`src/rtl/dds_glide_osc.sv`:
```
// DDS voice oscillator: slews a phase increment toward the looked-up target (portamento), runs a
// 32-bit phase accumulator on the sample strobe and emits saw, pulse or triangle samples.
module dds_glide_osc #(
  parameter int unsigned          OUT_W    = 12,
  parameter logic [OUT_W-1:0]     MIDSCALE = {1'b1, {(OUT_W-1){1'b0}}}
) (
  input  logic             CLK,
  input  logic             RESET_N,
  input  logic [31:0]      ADDER,
  input  logic             GATE,
  input  logic             SAMPLE_EN,
  input  logic [15:0]      GLIDE_STEP,
  input  logic [1:0]       WAVE_SEL,
  input  logic [7:0]       PW,
  output logic [31:0]      PHASE,
  output logic [OUT_W-1:0] WAVE_OUT,
  output logic             SAMPLE_VALID,
  output logic             GLIDING
);

  typedef enum logic {StIdle, StRun} state_e;

  state_e           state_q;
  logic             gate_q;
  logic             sample_q;
  logic [31:0]      phase_q;
  logic [31:0]      cur_inc_q;
  logic [OUT_W-1:0] wave_q;
  logic             valid_q;
  logic             gliding_q;

  logic             gate_rise;
  logic             gate_fall;
  logic [31:0]      step32;
  logic [31:0]      diff_up;
  logic [31:0]      diff_dn;
  logic [31:0]      glide_inc;
  logic [OUT_W-1:0] tri_raw;
  logic [OUT_W-1:0] wave_val;

  assign gate_rise = GATE & ~gate_q;
  assign gate_fall = ~GATE & gate_q;

  // Step toward ADDER from the pre-update increment, clamping on the last step.
  always_comb begin
    step32    = {16'd0, GLIDE_STEP};
    diff_up   = ADDER - cur_inc_q;
    diff_dn   = cur_inc_q - ADDER;
    glide_inc = ADDER;
    if (GLIDE_STEP != 16'd0) begin
      if (cur_inc_q < ADDER) begin
        glide_inc = (diff_up <= step32) ? ADDER : cur_inc_q + step32;
      end else if (cur_inc_q > ADDER) begin
        glide_inc = (diff_dn <= step32) ? ADDER : cur_inc_q - step32;
      end
    end
  end

  always_comb begin
    tri_raw  = phase_q[30 -: OUT_W];
    wave_val = MIDSCALE;
    case (WAVE_SEL)
      2'd0:    wave_val = phase_q[31 -: OUT_W];
      2'd1:    wave_val = (phase_q[31:24] < PW) ? {OUT_W{1'b1}} : {OUT_W{1'b0}};
      2'd2:    wave_val = phase_q[31] ? ~tri_raw : tri_raw;
      default: wave_val = MIDSCALE;
    endcase
  end

  always_ff @(posedge CLK) begin
    if (!RESET_N) begin
      state_q   <= StIdle;
      gate_q    <= 1'b0;
      sample_q  <= 1'b0;
      phase_q   <= 32'd0;
      cur_inc_q <= 32'd0;
      wave_q    <= MIDSCALE;
      valid_q   <= 1'b0;
      gliding_q <= 1'b0;
    end else begin
      gate_q    <= GATE;
      sample_q  <= SAMPLE_EN;
      valid_q   <= sample_q;
      gliding_q <= (state_q == StRun) && (cur_inc_q != ADDER);
      // Output stream keeps running while idle so the mixer never stalls.
      if (sample_q) begin
        wave_q <= (state_q == StRun) ? wave_val : MIDSCALE;
      end
      unique case (state_q)
        StIdle: begin
          if (gate_rise) begin
            state_q   <= StRun;
            phase_q   <= 32'd0;
            cur_inc_q <= ADDER;
          end
        end
        StRun: begin
          if (gate_fall) begin
            state_q <= StIdle;
          end else if (SAMPLE_EN) begin
            phase_q   <= phase_q + cur_inc_q;
            cur_inc_q <= glide_inc;
          end
        end
        default: state_q <= StIdle;
      endcase
    end
  end

  assign PHASE        = phase_q;
  assign WAVE_OUT     = wave_q;
  assign SAMPLE_VALID = valid_q;
  assign GLIDING      = gliding_q;

endmodule

```
`config.mk`:
```
export PLATFORM = sky130hd
export DESIGN_NAME = dds_glide_osc
export DESIGN_NICKNAME = d
export VERILOG_FILES = /design/src/rtl/dds_glide_osc.sv
export SDC_FILE = /design/constraint.sdc
export NUM_CORES = 1
export LEC_CHECK = 0
export ABC_AREA = 1
export CAP_MARGIN = 20
export CELL_PAD_IN_SITES_DETAIL_PLACEMENT = 0
export CELL_PAD_IN_SITES_GLOBAL_PLACEMENT = 2
export CORE_MARGIN = 5
export CORE_UTILIZATION = 34
export DETAILED_ROUTE_END_ITERATION = 6
export PLACE_DENSITY = 0.86
export SYNTH_ARGS = -nofsm -noshare
export SYNTH_HDL_FRONTEND = slang
export SYNTH_SLANG_ARGS = --single-unit
```
`constraint.sdc`:
```
create_clock -name CLK -period 9.4 [get_ports CLK]
set_clock_uncertainty 0.2 [all_clocks]
set_input_delay 1.41 -clock CLK [delete_from_list [all_inputs] [get_ports CLK]]
set_output_delay 1.41 -clock CLK [all_outputs]
set_load 0.02 [all_outputs]
```
# Word-level counts from Yosys, hierarchy flattened
# Index checks and enable logic that the tools add are counted.
dict set report word_totals {
  reg_bits 81
  inputBits 62
  output_inout_bits 46
  word_cells 54
}
dict set report classes {
  addsub 5
  order_cmp 5
  n_eq_ne 6
  mux 20
  bitwise 6
  n_reduce_logical 4
}
# op n
set op_table {}
lappend op_table {{2-to-1 mux 32 bit} 11}
lappend op_table {{one-hot mux 32 bit (2 select lines)} 2}
lappend op_table {{less-or-equal comparator 32 x 16 -> 1 bit} 2}
lappend op_table {{subtractor 32 bit} 2}
lappend op_table {{2-to-1 mux 12 bit} 3}
lappend op_table {{one-hot mux 12 bit (3 select lines)} 1}
lappend op_table {{adder 32 x 16 -> 32 bit} 1}
lappend op_table {{adder 32 bit} 1}
lappend op_table {{> comparator 32 bit} 1}
lappend op_table {{< comparator 32 bit} 1}
lappend op_table {{inequality test 32 bit} 1}
lappend op_table {{subtractor 32 x 16 -> 32 bit} 1}
lappend op_table {{nonzero test 16 bit} 1}
lappend op_table {{inverter 12 bit} 1}
lappend op_table {{< comparator 8 bit} 1}
lappend op_table {{inequality test 2 bit (second input constant)} 3}
lappend op_table {{inverter 1 bit} 3}
lappend op_table {{AND reduction 3 bit} 1}
lappend op_table {{bitwise AND 1 bit} 2}
lappend op_table {{== test 2 x 1 -> 1 bit (second input constant)} 1}
lappend op_table {{== test 2 bit (second input constant)} 1}
lappend op_table {{logical NOT 2 bit} 1}
lappend op_table {{2-to-1 mux 1 bit} 2}
lappend op_table {{one-hot mux 1 bit (2 select lines)} 1}
lappend op_table {{logical AND 1 bit} 1}

# Logic depth before layout (Yosys ltp)
dict set report logic_depth {
  depth_word 9
  mapped_depth 32
  depth_no_buf 30
}

# Worst setup path after synthesis
# OpenSTA, ideal clock, no wires.
dict set report synth_timing {
  path_kind {input port to flip-flop}
  startpoint {input ADDER[5]}
  endpoint {register cur_inc_q[28]}
  t_arrival_ps 4454
  required_time_ps 9130
  path_slack_ps 4677
  cell_stages 29
  path_cell_list {inv_1 > ha_1 > clkbuf_2 > nand2_1 > inv_1 > nand2_2 > inv_2 > nand2_1 > nand2_1 > nand2_1 > nand2_1 > xor2_1 > ha_1 > nand2_1 > nor4_1 > nand3_1 > nand2_1 > nand2_1 > nor2_1 > nand2_1 > nor2_1 > nand3_2 > nand2_2 > buf_6 > buf_6 > o21ai_1 > o21ai_0 > nand3_1 > a21oi_1}
}
dict set report synth_via {
  elab_chain_cells 9
  word_cells_on_any_way 14
}
# item line_no
set synth_rtl {}
lappend synth_rtl {{start, declared} 9} ;# input logic [31:0] ADDER,
lappend synth_rtl {{subtractor 32 bit} 48} ;# diff_dn = cur_inc_q - ADDER;
lappend synth_rtl {{less-or-equal comparator 32 x 16 -> 1 bit} 54} ;# glide_inc = (diff_dn <= step32) ? ADDER : cur_inc_q - step32;
lappend synth_rtl {{2-to-1 mux 32 bit} 54}
lappend synth_rtl {{2-to-1 mux 32 bit} 53} ;# end else if (cur_inc_q > ADDER) begin
lappend synth_rtl {{2-to-1 mux 32 bit *} 51} ;# if (cur_inc_q < ADDER) begin
lappend synth_rtl {{2-to-1 mux 32 bit *} 50} ;# if (GLIDE_STEP != 16'd0) begin
lappend synth_rtl {{2-to-1 mux 32 bit *} 100} ;# end else if (SAMPLE_EN) begin
lappend synth_rtl {{2-to-1 mux 32 bit *} 98} ;# if (gate_fall) begin
lappend synth_rtl {{one-hot mux 32 bit (2 select lines) *} 89} ;# unique case (state_q)
lappend synth_rtl {{end signal, assigned} 102} ;# cur_inc_q <= glide_inc;
lappend synth_rtl {{end, declared} 27} ;# logic [31:0] cur_inc_q;
# Every way passes the cells marked *; elsewhere a longest branch is shown, timed or not. The select of a mux whose other input is x is not followed.
# A chain may end at the register's enable or synchronous reset.

# Final worst setup path
dict set report layout_timing {
  startpoint {input ADDER[13]}
  endpoint {register cur_inc_q[26]}
}
# Same word-level chain as after synthesis.

==> flow_summary.json <==
{
  "port-buffer-count": 107,
  "yosys_register_bits": 81,
  "chipHeight_um": 213.9,
  "outcome": "complete, no violations",
  "pin_count": 108,
  "tightest_slew_ps": 1093,
  "clockBufferDepth": 2,
  "gr-total-overflow": 0,
  "slew_headroom": 0.2648,
  "cts_resized": 0,
  "end_kind": "register",
  "whs_ps": 268.5,
  "powerDensity_nw_per_um2": 119.7,
  "core_um2": 41020,
  "fmax_ghz": 0.1429,
  "fin_setup_tns_ps": 0,
  "whs_endpoint": "WAVE_OUT[1]",
  "seqCellArea_um2": 1622,
  "final_nets": 2769,
  "start_util": 0.3445,
  "ys_dominant_reg_cell": "dfxtp_1",
  "cp-start-kind": "primary input",
  "p_leak_nw": 7.951,
  "clk_pin_slew_ps": 70,
  "drcViolationCount": 0,
  "clk_latency_ps": 390,
  "dr.pass1.iters": 5,
  "synth_cells": 2498,
  "grt_pass1_vias": 15640,
  "cp_common_cell": "nand2_1",
  "grt_pass1_wl_um": 89760,
  "slew_violations": 0,
  "totalPowerFinal_mw": 1.899,
  "detail_route.wl_per_cell_um": 18.93,
  "ys_seq_area_frac": 0.1148,
  "worstPathCellList": "clkdlybuf4s50_1 > inv_1 > ha_1 > nand2_1 > inv_1 > a21oi_1 > nand3_1 > xor2_1 > ha_1 > nand2_1 > nor4_1 > nand3_1 > nand2_1 > nand2_1 > nor2_1 > nand2_1 > nor2_1 > nand3_2 > nand2_2 > o21ai_0 > nand2_1 > nand2_1 > a21oi_1",
  "hold_depth": 2,
  "critPathMaxStageDelay_ps": 870,
  "layout_common_cells": "nand2_1, inv_1, a21oi_1, nand3_1, nor2_1",
  "worst-path-max-fanout": 49,
  "place_hpwl_um": 48650,
  "ys_types": 46,
  "numCtsBuffers": 9,
  "routed_wl_um": 58220,
  "antenna_found_initial": 0,
  "rows": 74,
  "gp_congestion": 0.9331,
  "synth_top_area_frac": 0.1910,
  "wl_met2_um": 27180,
  "grt_usage": 0.2521,
  "timing.rr.end": "cur_inc_q[26]",
  "drtIter0Drc": 1030,
  "synth_edf_count": 0,
  "crit_required_ps": 9510,
  "ant_nets": 0,
  "die-area_um2": 45740,
  "met3WireLength_um": 2663,
  "maxUsedRoutingLayer": "met4",
  "nFillCells": 4656,
  "area_growth_pct": 12.30,
  "hp-class": "register to register",
  "worstRegToRegCells": 23,
  "synth-async-reset-ratio": 0,
  "ff2ff_setup_slack_ps": 3520,
  "hold_buffers": 0,
  "crit_type": "primary input to register",
  "clock_sinks": 81,
  "grt_start_max_net_pins": 70,
  "cp.arrival_ps": 7110,
  "timing.rr.start": "cur_inc_q[2]",
  "num_antenna_cells": 0,
  "cts_tree": "built",
  "cts_root_buf": "clkbuf_16",
  "multiInputGateArea_um2": 10750,
  "setup_viol": 0,
  "vias": 16040,
  "finalCritPeriodShare": 0.7446,
  "min-delay-start": "WAVE_OUT[1]",
  "min_period_ps": 6999,
  "post_cts_buffers": 0,
  "vdd_ir_drop_max_v": 0.00009964,
  "netlist_area_um2": 14130,
  "die_x_um": 213.9,
  "layout_commonest_cell": "nand2_1",
  "hold_violations": 0,
  "viasPerCell": 5.215,
  "synth_warnings": 0,
  "yosysTopAreaCell": "nand2_1",
  "syn_nets": 2729,
  "syn_avg_cell_area_um2": 5.656,
  "htree_levels": 3,
  "cpMaxStageDelayCell": "nand2_2",
  "wl_met1_um": 26990,
  "rsz0062_at_grt": "no",
  "final_layout_size_suffix_gt1_frac": 0.03972,
  "maxCapViolCount": 0,
  "synth_area_leaders": "nand2_1, ha_1, dfxtp_1, inv_1, a21oi_1"
}
[report_power, final]
| group | leakage (nW) | switching, mW | internal (mW) |
|---|---|---|---|
| registers | 0.662 | 0.0569 | 0.363 |
| logic | 7.15 | 0.728 | 0.368 |
| clock network | 0.143 | 0.175 | 0.207 |
| total | 7.95 | 0.960 | 0.938 |
[state kept, by name (all words and copies together) (netlist names)]
name	flops
PHASE	32
cur_inc_q	32
WAVE_OUT	12
GLIDING	1
SAMPLE_VALID	1
gate_q	1
sample_q	1
state_q	1
[kinds of logic (layout without fill, tap and decap cells)]
| group | count (synthesis) | count (layout) | share of synthesized area |
|---|---|---|---|
| compound gates | 456 | 456 | 0.1741 |
| xor+xnor | 84 | 84 | 0.05207 |
| fa+ha+maj | 169 | 169 | 0.1523 |
| buf+inv | 452 | 497 | 0.1254 |
| flops | 81 | 81 | 0.1148 |
| simple gates | 1256 | 1256 | 0.3814 |
[area by class of cell]
cell class                      instances  share of cell area
Timing Repair Buffer                  117             0.07349
Sequential cell                        81              0.1022
Tap cell                              532             0.04195
Multi-Input combinational cell       1965              0.6775
Inverter                              364             0.08611
Clock buffer                           10             0.01443
Clock inverter                          6            0.004337
[stage by stage]
stage          setup slack [ps]  std cells  utilization  cell area (µm²)
2_1_floorplan              4677       2498            -            14130
3_3_place_gp               2018       3058       0.3789            15540
3_5_place_dp               2078       3058       0.3789            15540
4_1_cts                    2464       3074       0.3862            15840
5_1_grt                    2084       3075       0.3869            15870
6_report                   2401       3075       0.3869            15870
[worst max-delay path: cells and delay by family]
kind | cells | cell delay (ps)
compound gates | 3 | 790
buf+inv | 3 | 800
xor+xnor | 1 | 170
simple gates | 14 | 3160
fa+ha+maj | 2 | 720
[synth_stat cells, types with 10 or more instances]
cell type,count
nand2_1,719
inv_1,352
a21oi_1,256
nand3_1,214
nor2_1,186
ha_1,164
o21ai_0,137
dfxtp_1,81
xor2_1,80
clkbuf_1,55
nand4_1,33
nor3_1,24
nor2_2,15
buf_2,14
nor4_1,14
or2_2,14
nand2_2,12
clkbuf_2,10
o21bai_1,10
[how the worst max path moves through the flow]
| stage | startpoint | end | slack (ps) | cells after the start |
|---|---|---|---|---|
| after CTS | ADDER[8] | cur_inc_q[26] | 2460 | 25 |
| after floorplan | ADDER[5] | cur_inc_q[28] | 4680 | 29 |
| final | ADDER[13] | cur_inc_q[26] | 2400 | 23 |
| after detailed placement | ADDER[8] | cur_inc_q[26] | 2080 | 25 |
| after global placement | ADDER[8] | cur_inc_q[0] | 2020 | 26 |
| after global routing | ADDER[8] | cur_inc_q[31] | 2080 | 26 |
[metal layers]
layer | track usage | up-vias
li1 | - | 8156
met1 | 0.3431 | 7389
met2 | 0.4243 | 412
met3 | 0.02941 | 80
met4 | 0.06711 | 0
met5 | 0 | -
Power figures use the tool's default switching activity.
